`config.mk`:
```
export PLATFORM = sky130hd
export DESIGN_NAME = pulse_code_burst_gen
export DESIGN_NICKNAME = d
export VERILOG_FILES = /design/src/rtl/pulse_code_burst_gen.sv
export SDC_FILE = /design/constraint.sdc
export NUM_CORES = 1
export LEC_CHECK = 0
export CAP_MARGIN = 30
export CORE_AREA = 2 2 110 133
export DETAILED_ROUTE_END_ITERATION = 6
export DIE_AREA = 0 0 112 135
export HOLD_SLACK_MARGIN = 0.02
export MAX_ROUTING_LAYER = met4
export PLACE_DENSITY = 0.78
export SLEW_MARGIN = 10
export SYNTH_ARGS = -nofsm -noshare
export SYNTH_HDL_FRONTEND = slang
export SYNTH_SLANG_ARGS = --single-unit
```
`constraint.sdc`:
```
create_clock -name CLOCK_10M -period 6.35 [get_ports CLOCK_10M]
set_clock_uncertainty 0.2 [all_clocks]
set_input_delay 1.27 -clock CLOCK_10M [delete_from_list [all_inputs] [get_ports CLOCK_10M]]
set_output_delay 1.27 -clock CLOCK_10M [all_outputs]
set_load 0.02 [all_outputs]
```
`src/rtl/pulse_code_burst_gen.sv`:
```
// pulse_code_burst_gen
//
// Burst generator for binary phase-coded pulses driving the DDS amplitude
// (MA) and phase (MP) profile pins. A GEN request in IDLE latches the code
// words and lengths, then emits PULSE_NUM pulses. Each pulse is made of
// min(CODE_LEN, CODE_W) code chips followed by blank chips, for a total of
// max(PULSE_LEN, code chips, 1) chips. Every chip lasts CHIP_DUR clocks.
//
// Optional feature macro: COMPLEMENT_CODE_EN
//   defined   -> even pulses use CODE_A, odd pulses use CODE_B
//   undefined -> every pulse uses CODE_A; CODE_B is ignored
//
// Ports
//   CLOCK_10M     in   system clock
//   RESET         in   synchronous active-high reset
//   GEN           in   burst request, sampled only in IDLE
//   ABORT         in   terminate the burst at the next edge (beats GEN)
//   RF_OUTPUT_EN  in   combinational gate on MA
//   CODE_A/CODE_B in   phase codes, bit i = chip i
//   CODE_LEN      in   code chips per pulse
//   PULSE_LEN     in   total chips per pulse
//   PULSE_NUM     in   pulses per burst
//   MA            out  amplitude enable (RF_OUTPUT_EN & registered enable)
//   MP            out  phase select, registered
//   GEN_OVER      out  high when idle, low while a burst runs
//   PULSE_SYNC    out  one-cycle strobe on the first cycle of each pulse
//   CHIP_STROBE   out  one-cycle strobe on the first cycle of each chip
//   PULSE_INDEX   out  0-based index of the current pulse
module pulse_code_burst_gen #(
  parameter int CODE_W   = 32,
  parameter int CHIP_DUR = 256
) (
  input  logic              CLOCK_10M,
  input  logic              RESET,
  input  logic              GEN,
  input  logic              ABORT,
  input  logic              RF_OUTPUT_EN,
  input  logic [CODE_W-1:0] CODE_A,
  input  logic [CODE_W-1:0] CODE_B,
  input  logic [7:0]        CODE_LEN,
  input  logic [15:0]       PULSE_LEN,
  input  logic [15:0]       PULSE_NUM,
  output logic              MA,
  output logic              MP,
  output logic              GEN_OVER,
  output logic              PULSE_SYNC,
  output logic              CHIP_STROBE,
  output logic [15:0]       PULSE_INDEX
);

  localparam int               CYC_W    = (CHIP_DUR > 1) ? $clog2(CHIP_DUR) : 1;
  localparam int               IDX_W    = (CODE_W > 1) ? $clog2(CODE_W) : 1;
  localparam logic [CYC_W-1:0] CYC_LAST = CYC_W'(CHIP_DUR - 1);
  localparam logic [15:0]      CODE_W16 = 16'(CODE_W);

  typedef enum logic [1:0] {
    S_IDLE = 2'd0,
    S_RUN  = 2'd1,
    S_DONE = 2'd2
  } state_t;

  // Code chips actually used: CODE_LEN clipped to the code register width.
  function automatic logic [15:0] eff_code_len(input logic [7:0] len);
    logic [15:0] l16;
    l16 = {8'd0, len};
    if (l16 > CODE_W16) return CODE_W16;
    return l16;
  endfunction

  // Pulse length never shorter than its code part and never zero.
  function automatic logic [15:0] eff_pulse_len(input logic [15:0] plen,
                                                input logic [15:0] cl);
    logic [15:0] m;
    m = (plen > cl) ? plen : cl;
    if (m == 16'd0) m = 16'd1;
    return m;
  endfunction

  state_t            r_state;
  logic [CODE_W-1:0] r_code_a;
  logic [15:0]       r_cl;
  logic [15:0]       r_pl;
  logic [15:0]       r_num;
  logic [CYC_W-1:0]  r_cyc;
  logic [15:0]       r_chip;
  logic [15:0]       r_pulse;
  logic              r_fin;
  logic              r_ma;
  logic              r_mp;
  logic              r_gen_over;
  logic              r_psync;
  logic              r_cstrobe;
  logic [15:0]       r_pidx;

  logic [15:0]       w_cl;
  logic [15:0]       w_pl;
  logic [CODE_W-1:0] w_code;
  logic              w_in_code;
  logic              w_code_bit;
  logic              w_chip_start;
  logic              w_pulse_start;

`ifdef COMPLEMENT_CODE_EN
  logic [CODE_W-1:0] r_code_b;

  always_ff @(posedge CLOCK_10M) begin
    if (r_state == S_IDLE && GEN && !ABORT && !RESET) r_code_b <= CODE_B;
  end

  // Complementary pair: odd pulses sound the second code.
  assign w_code = r_pulse[0] ? r_code_b : r_code_a;
`else
  logic w_unused_code_b;
  assign w_unused_code_b = ^CODE_B;
  assign w_code          = r_code_a;
`endif

  assign w_cl          = eff_code_len(CODE_LEN);
  assign w_pl          = eff_pulse_len(PULSE_LEN, w_cl);
  assign w_in_code     = (r_chip < r_cl);
  // Index is only meaningful while w_in_code, where r_chip < CODE_W.
  assign w_code_bit    = w_code[r_chip[IDX_W-1:0]];
  assign w_chip_start  = (r_cyc == '0);
  assign w_pulse_start = w_chip_start && (r_chip == 16'd0);

  // Code word and lengths are data: loaded on acceptance, never reset.
  always_ff @(posedge CLOCK_10M) begin
    if (r_state == S_IDLE && GEN && !ABORT && !RESET) begin
      r_code_a <= CODE_A;
      r_cl     <= w_cl;
      r_pl     <= w_pl;
      r_num    <= PULSE_NUM;
    end
  end

  // Counters (r_cyc, r_chip, r_pulse) describe the chip whose outputs are
  // registered at the next RUN edge. r_fin marks that the last chip has been
  // issued, so the following edge clears MA/MP and enters DONE; DONE then
  // raises GEN_OVER one edge later.
  always_ff @(posedge CLOCK_10M) begin
    if (RESET) begin
      r_state    <= S_IDLE;
      r_cyc      <= '0;
      r_chip     <= 16'd0;
      r_pulse    <= 16'd0;
      r_fin      <= 1'b0;
      r_ma       <= 1'b0;
      r_mp       <= 1'b0;
      r_gen_over <= 1'b1;
      r_psync    <= 1'b0;
      r_cstrobe  <= 1'b0;
      r_pidx     <= 16'd0;
    end else if (ABORT) begin
      r_state    <= S_IDLE;
      r_fin      <= 1'b0;
      r_ma       <= 1'b0;
      r_mp       <= 1'b0;
      r_gen_over <= 1'b1;
      r_psync    <= 1'b0;
      r_cstrobe  <= 1'b0;
      r_pidx     <= 16'd0;
    end else begin
      r_psync   <= 1'b0;
      r_cstrobe <= 1'b0;
      case (r_state)
        S_IDLE: begin
          if (GEN) begin
            r_cyc      <= '0;
            r_chip     <= 16'd0;
            r_pulse    <= 16'd0;
            r_fin      <= 1'b0;
            r_gen_over <= 1'b0;
            r_state    <= (PULSE_NUM == 16'd0) ? S_DONE : S_RUN;
          end
        end
        S_RUN: begin
          if (r_fin) begin
            r_ma    <= 1'b0;
            r_mp    <= 1'b0;
            r_state <= S_DONE;
          end else begin
            r_ma      <= w_in_code;
            r_mp      <= w_in_code & w_code_bit;
            r_cstrobe <= w_chip_start;
            r_psync   <= w_pulse_start;
            if (w_pulse_start) r_pidx <= r_pulse;
            if (r_cyc == CYC_LAST) begin
              r_cyc <= '0;
              if (r_chip == r_pl - 16'd1) begin
                r_chip <= 16'd0;
                if (r_pulse == r_num - 16'd1) r_fin <= 1'b1;
                else                          r_pulse <= r_pulse + 16'd1;
              end else begin
                r_chip <= r_chip + 16'd1;
              end
            end else begin
              r_cyc <= r_cyc + 1'b1;
            end
          end
        end
        S_DONE: begin
          r_ma       <= 1'b0;
          r_mp       <= 1'b0;
          r_gen_over <= 1'b1;
          r_state    <= S_IDLE;
        end
        default: r_state <= S_IDLE;
      endcase
    end
  end

  assign MA          = RF_OUTPUT_EN & r_ma;
  assign MP          = r_mp;
  assign GEN_OVER    = r_gen_over;
  assign PULSE_SYNC  = r_psync;
  assign CHIP_STROBE = r_cstrobe;
  assign PULSE_INDEX = r_pidx;

endmodule

```
== Word-level counts from Yosys, hierarchy flattened ==
Cells that the tools add are included.

* Register bits: 144
* Bits of input ports: 109
* Output and inout port bits: 21
* Word-level logic and storage cells: 98

* Add/subtract/negate cells: 5
* $lt $le $gt $ge: 4
* Equal/unequal tests: 11
* Mux-type cells: 35
* Bitwise logic cells: 5
* Reductions and logical operators: 23

{| class="wikitable"
|+ Operator list
! kind !! number
|-
| 16-bit 2-to-1 mux || 11
|-
| 16-bit case mux with 2 select lines || 2
|-
| 16-bit logical NOT || 3
|-
| 16-bit by 1-bit adder with 16-bit output (second input constant) || 2
|-
| 16-bit == test || 2
|-
| 16-bit by 1-bit subtractor with 16-bit output (second input constant) || 2
|-
| 8-bit 2-to-1 mux || 3
|-
| 16-bit > comparator || 1
|-
| 16-bit < comparator || 1
|-
| 8-bit case mux with 2 select lines || 1
|-
| 2-bit inequality test (second input constant) || 6
|-
| 1-bit 2-to-1 mux || 9
|-
| 8-bit by 1-bit adder with 8-bit output (second input constant) || 1
|-
| 8-bit == test (second input constant) || 1
|-
| 8-bit by 6-bit > comparator with 1-bit output (second input constant) || 1
|-
| 8-bit logical NOT || 1
|-
| 1-bit case mux with 2 select lines || 4
|-
| 7-bit AND reduction || 1
|-
| 5-bit by 6-bit < comparator with 1-bit output (second input constant) || 1
|-
| 2-bit 2-to-1 mux || 3
|-
| 2-bit AND reduction || 3
|-
| 2-bit nonzero test || 3
|-
| 1-bit binary-select mux with 5-bit select || 1
|-
| 5-bit AND reduction || 1
|-
| other kinds (12) || 19
|}

== Longest topological paths before layout ==
Gate-level depths: netlist of the first run.

* Depth in word-level cells: 7
* Gate-level depth with buffers: 12
* Mapped depth without buffers: 12

== Worst setup path after synthesis of the first run ==
No wires, ideal clock.

* Path type: input port to flip-flop
* From: in ABORT
* To: reg r_cl[0] (enable)
* Library setup time: 0.503 ns
* Data arrival time: 4.949 ns
* Required time: 5.647 ns
* Slack: 0.698 ns
* Stages on the path: 4
* Buffers on the path: 2
* Cells stage by stage: or2_2 clkbuf_1 clkbuf_1 nor2_1

* Word-level cells in the longest chain between the ends: 3

{| class="wikitable"
|+ Ends and longest elaborated chain
! what !! line !! RTL
|-
| from (decl) || 36 || <nowiki>input logic ABORT,</nowiki>
|-
| 1-bit logical NOT || 128 || <nowiki>if (r_state == S_IDLE && GEN && !ABORT && !RESET) begin</nowiki>
|-
| 1-bit logical AND (2 in series) || 128 ||
|-
| to (signal assigned) || 130 || <nowiki>r_cl <= w_cl;</nowiki>
|-
| to (decl) || 81 || <nowiki>logic [15:0] r_cl;</nowiki>
|}

Every way passes these cells.
A chain may end at the register's enable or synchronous reset.

== Worst setup path in the final report of the first run ==
* From: in CODE_LEN[6]
* To: reg r_pl[1] (data pin)

* Word-level cells in the longest chain between the ends: 6

{| class="wikitable"
|+ Ends and longest elaborated chain
! what !! line !! RTL
|-
| from (decl) || 40 || <nowiki>input logic [7:0] CODE_LEN,</nowiki>
|-
| 8-bit by 6-bit > comparator with 1-bit output || 66 || <nowiki>if (l16 > CODE_W16) return CODE_W16;</nowiki>
|-
| 1-bit 2-to-1 mux || 66 ||
|-
| 16-bit 2-to-1 mux (*) || 67 || <nowiki>return l16;</nowiki>
|-
| 16-bit > comparator || 74 || <nowiki>m = (plen > cl) ? plen : cl;</nowiki>
|-
| 16-bit 2-to-1 mux (*) || 74 ||
|-
| 16-bit logical NOT || 75 || <nowiki>if (m == 16'd0) m = 16'd1;</nowiki>
|-
| to (signal assigned) || 131 || <nowiki>r_pl <= w_pl;</nowiki>
|-
| to (decl) || 82 || <nowiki>logic [15:0] r_pl;</nowiki>
|}

Every way passes the cells marked *; elsewhere a longest branch is shown, timed or not.

==> results.toml, run 1 <==
[power]
switching_share_pct = 24.3
pwr-share-seq_pct = 47.3
p_leak_nw = 3.09
power.internal_mw = 1.54
powerDensity_nw_per_um2 = 232
switchingPower_uw = 493
power.share.clock_pct = 44.9
pwr-share-comb_pct = 7.8
peakVddDrop_v = 0.000175

[timing]
worst_pin_slew_ns = 0.987
timing.fmax_ghz = 0.223
setup_viol = 0
fin_crit_sh_pct = 70.6
tns_ns = 0
drv_slew = 0
finalHoldViolations = 0
min_period_ns = 4.48
rsz0062_at_grt = "false"
slew_headroom_pct = 33.3

[route]
routed_wl_um = 15500
vias = 5377
drtAntennaViolNets = 0
drt_iter0_drc = 304
post_drt_wl_per_cell_um = 16.3
first_pass_iters = 4
drc = 0
viasPerCell = 5.66

[critical_path]
cp.required_ns = 6.33
timing.critical_path.cells = "clkdlybuf4s50_1, nor3_1, nand2_1, ha_1, nor2b_1, o21ai_0, nand2b_1, a21oi_1, o21ai_0, o21a_1, nor2_1, mux2_2"
crit_path_start_kind = "input pin"
cp_max_fo = 9
cpMostUsedCell = "o21ai_0"
endpoint_kind = "flop"
cp_slowest_cell = "nor3_1"
criticalPathCategory = "in2reg"
arrival_ns = 4.46
slowest_delay_ns = 0.70

[synth]
yosysWarnings = 0
syn_inst = 678
syn_avg_cell_area_um2 = 10.6
netlist_area_um2 = 7150
synth_edf_count = 72
async_reset_ff_share_pct = 0
ys_ff_latch = 136
yosysSeqAreaShare_pct = 48.1
synth_cell_types = 72
synthFlopType = "edfxtp_1"

[grt]
grt_max_degree = 31
globalRouteOverflowTotal = 0
grt_pass1_vias = 5461
grt_pass1_wl_um = 25500
grt_util_all_layers_pct = 21.8
antenna_found_initial = 0

[cts]
cts_hold_buf = 0
cts_inserted_buffers = 17
cts_sinks = 136
max-clock-path-buffers = 2
clk_pin_slew_ns = 0.06
clk_latency_ns = 0.43
cts.repair.resized = 0
cts_setup_buffers = 0
htreeDepth = 4
clockRootBuffer = "clkbuf_16"
cts_tree = "built"

[die]
row_count = 47
start_util_pct = 52.0
fp.dieH_um = 135
dieArea_um2 = 15100
core-area_um2 = 13800
die_w_um = 112
io_pins = 130

[finish]
drive_gt1_share_pct = 9.88
post-route-util_pct = 63.5
fin_nets = 900
final_cell_mix = "clkdlybuf4s50_1, nor2_1, edfxtp_1, dfxtp_1, nand2_1"
n_antenna_cell = 0
area_growth_pct = 22.1
final_common_cell = "clkdlybuf4s50_1"

[placement]
port-buffer-count = 97
dp_hpwl_um = 11600
gp_congestion = 0.829

[worst_hold_path]
hold_class = "reg2reg"

[outcome]
status = "finished clean"

[job]
drv_cap = 0
==> power groups by stage <==
stage	clock (mW)	combinational, mW	sequential [mW]
after floorplan	0	0.0890	0.974
final	0.910	0.158	0.960
after CTS	0.922	0.158	0.960
after detailed placement	0	0.157	0.979
after global routing	0.955	0.172	0.962
after global placement	0	0.153	0.978
==> final timing paths <==
check	from	slack (ns)	end	cells after the start
setup / recovery	CODE_LEN[6]	1.87	r_pl[1]	12
hold / removal	PULSE_INDEX[1]	0.30	PULSE_INDEX[1]	2
setup reg to reg	r_pl[3]	2.30	r_pulse[11]	9
hold reg to reg	PULSE_INDEX[1]	0.30	PULSE_INDEX[1]	2
==> metal layers <==
metal	part of all wire [%]	GRT usage, %
met1	39	22.5
met2	55	39.7
met3	3.8	4.22
met4	2.2	10.8
met5	0	-
==> synth_stat cells, drive strengths merged (2+ instances only) <==
cell type | instances | area, um2
nor2 | 73 | 274
edfxtp | 72 | 2160
dfxtp | 64 | 1280
nand2 | 37 | 139
inv | 36 | 135
a21oi | 34 | 170
xnor2 | 32 | 280
ha | 25 | 313
xor2 | 24 | 210
nand4 | 22 | 138
mux2i | 21 | 210
clkbuf | 20 | 75.1
nand3 | 16 | 80.1
nor3 | 16 | 85.1
nor4 | 16 | 130
buf | 13 | 108
o21ai | 13 | 65.1
nand2b | 11 | 71.3
or3 | 11 | 68.8
a21o | 10 | 75.1
mux4 | 10 | 225
nor2b | 10 | 62.6
and3 | 9 | 57.6
or4 | 9 | 76.3
a31o | 7 | 61.3
mux2 | 5 | 56.3
nor4b | 5 | 43.8
or2 | 5 | 31.3
and2 | 4 | 25.0
nand4b | 4 | 35.0
a211oi | 3 | 35.0
a31oi | 3 | 18.8
nand3b | 3 | 22.5
o22ai | 3 | 18.8
and4b | 2 | 20.0
conb | 2 | 7.51
nor3b | 2 | 20.0
o211ai | 2 | 28.8
o21a | 2 | 15.0
o31ai | 2 | 15.0
o41ai | 2 | 17.5
or2b | 2 | 17.5
==> sequential cells by signal, indices dropped and copies added, names as in the netlist <==
name and flops:
PULSE_INDEX 16, r_pulse 16, r_fin 1, r_code_a 32, r_cl 8, CHIP_STROBE 1
MP 1, r_num 16, r_state 2, r_ma 1, r_chip 16, GEN_OVER 1
PULSE_SYNC 1, r_cyc 8, r_pl 16
==> layout make-up <==
cell class	count	area, um2
tap	171	214
sequential	136	3440
fill	1096	5020
inverter	36	135
timing repair buffer	100	993
clock buffer	17	425
clock inverter	15	119
multi-input combinational	475	3410
==> worst max-delay path, delay by kind of cell <==
kind	cells	cell delay (ns)
simple gates	5	1.57
compound gates	4	0.47
buf+inv	1	0.40
mux	1	0.40
fa+ha+maj	1	0.34
==> per-stage QoR <==
stage / total power [mW] / area, um2 / instances / worst slack (ns) / hold WS [ns]
2_1_floorplan: 1.06 / 7160 / 680 / 0.698 / 0.267
3_3_place_gp: 1.13 / 8190 / 918 / 1.52 / 0.271
3_5_place_dp: 1.14 / 8190 / 918 / 1.46 / 0.286
4_1_cts: 2.04 / 8740 / 950 / 1.88 / 0.302
5_1_grt: 2.09 / 8740 / 950 / 1.58 / 0.332
6_report: 2.03 / 8740 / 950 / 1.87 / 0.296
==> cells by family after synthesis <==
logic type | synth area share, %
other | 0.105
flip-flops | 48.1
buffers and inverters | 4.44
XOR/XNOR | 6.86
multiplexers | 6.87
AND/OR/NAND/NOR | 20.3
adder cells (fa/ha/maj) | 4.37
AO/OA/AOI/OAI | 8.96
No activity file was read; power rests on OpenSTA's default activity.
==> inputs of run 2 (changes only) <==
clock period = 4.2 ns   (was 6.35 ns; I/O delays follow)
==> run 2 against run 1 <==
  * Final area up 1.3%
  * Sequential share of layout area down 0.52 points
  * Power up 57%
  * Global-route usage up 0.42 points
  * Die area unchanged
  * Via count down 0.20%
  * Clock power up 64%
  * Utilization up 0.85 points
  * Count of clock-buffer cells in the layout unchanged
  * Sequential power up 50%
  * Setup slack worse by 1.5 ns
  * Critical path depth down 3
  * Critical endpoint is now r_chip[8]
  * Largest cell class unchanged
==> results.toml, run 2 (synthesized netlist as in run 1, its figures left out) <==
[placement]
gp_congestion = 0.872
place_ws_ns = 0.359
place_area_um2 = 8260
port-buffer-count = 97
dp_hpwl_um = 11800

[die]
fp.dieH_um = 135
start_util_pct = 52.0
dieArea_um2 = 15100
row_count = 47
io_pins = 130
core-area_um2 = 13800
die_w_um = 112

[finish]
area_growth_pct = 23.8
design_area_um2 = 8850
drive_gt1_share_pct = 10.8
final_cell_mix = "clkdlybuf4s50_1, nor2_1, edfxtp_1, dfxtp_1, nand2_1"
fin_nets = 908
multi_input_comb_area_um2 = 3410
n_antenna_cell = 0
final_common_cell = "clkdlybuf4s50_1"
n_fill_cell = 1101
seqCellArea_um2 = 3440
top_register = "r_code_a"
largest_reg_flops = 32

[route]
vias = 5366
drc = 0
routed_wl_um = 15800
drt_iter0_drc = 282
post_drt_wl_per_cell_um = 16.5
viasPerCell = 5.60
drtAntennaViolNets = 0
first_pass_iters = 4

[grt]
antenna_found_initial = 0
met2_usage_pct = 40.8
grtUsageMet1_pct = 23.1
busiest_layer = "met2"
grt_pass1_wl_um = 25800
grt_pass1_vias = 5597
grt_util_all_layers_pct = 22.2
grt_max_degree = 73
globalRouteOverflowTotal = 0
gr-usage-met3_pct = 4.76

[cts]
cts_hold_buf = 0
cts_inserted_buffers = 17
max-clock-path-buffers = 2
cts_sinks = 136
clk_pin_slew_ns = 0.06
htreeDepth = 4
clockRootBuffer = "clkbuf_16"
cts_tree = "built"
cts_setup_buffers = 0
clk_latency_ns = 0.43
cts.repair.resized = 0

[critical_path]
criticalPathCategory = "reg2reg"
arrival_ns = 3.97
cp_max_fo = 15
crit_path_start_kind = "flop"
endpoint_kind = "flop"
cp.required_ns = 4.30

[timing]
setup_viol = 0
finalWorstSetupSlack_ns = 0.334
rsz0062_at_grt = "false"
worst_pin_slew_ns = 0.724
slew_headroom_pct = 51.1
finalHoldViolations = 0
fin_crit_sh_pct = 92.0
tns_ns = 0
fin_hold_ws_ns = 0.296
drv_slew = 0
min_period_ns = 3.87
timing.fmax_ghz = 0.259

[outcome]
status = "finished clean"

[power]
peakVddDrop_v = 0.000262
fin_total_pwr_mw = 3.18
p_leak_nw = 3.15
powerDensity_nw_per_um2 = 359

[worst_hold_path]
hold_class = "reg2reg"

[job]
drv_cap = 0
[run 2: cell types whose count changed in the layout (fill, tap and decap cells not counted), sizes merged]
cell    previous run  this run
clkinv             5         3
buf                3        11
bufinv             0         2
[run 2: metal layers]
| layer | up-vias | share of wire [%] |
|---|---|---|
| met2 | 133 | 55 |
| met3 | 32 | 3.9 |
| li1 | 2651 | - |
| met5 | - | 0 |
| met4 | 0 | 2.4 |
| met1 | 2550 | 39 |
[run 2: area by class of cell]
cell class / instances / area share (%)
Sequential cell: 136 / 38.9
Multi-Input combinational cell: 475 / 38.5
Timing Repair Buffer: 108 / 12.0
Clock buffer: 17 / 4.80
Tap cell: 171 / 2.42
Clock inverter: 15 / 1.88
Inverter: 36 / 1.53
[run 2: through the flow]
stage               cells  utilization [%]
global placement      925             60.0
finish                958             64.3
floorplan             680                -
CTS                   958             64.3
global route          958             64.3
detailed placement    926             60.0
[run 2: report_power, final]
| group | switching [mW] | leakage [nW] | internal (mW) | total, mW |
|---|---|---|---|---|
| registers | 0.0167 | 1.17 | 1.43 | 1.44 |
| clock network | 0.601 | 0.278 | 0.885 | 1.49 |
| logic | 0.118 | 1.70 | 0.133 | 0.252 |
[run 2: worst paths after layout]
kind	from	slack (ns)	to	cells past startpoint
setup / recovery	r_pl[3]	0.33	r_chip[8]	9
hold / removal	PULSE_INDEX[2]	0.30	PULSE_INDEX[2]	2
setup reg to reg	r_pl[3]	0.33	r_chip[8]	9
hold reg to reg	PULSE_INDEX[2]	0.30	PULSE_INDEX[2]	2
[run 2: worst max-delay path: stages (launching register included)]
cell,delay (ns)
edfxtp_1,0.53
or4_4,0.61
or4_1,0.51
xnor2_1,0.15
a221o_1,0.31
or4_1,0.53
nor3b_2,0.41
o21ai_1,0.13
nand2b_2,0.28
nor2_1,0.09
==> inputs of run 3 (changes only) <==
CTS_CLUSTER_DIAMETER = 40   (was default)
==> results of run 3 <==
No change in the layout: final DEF, timing and power equal those of run 2.
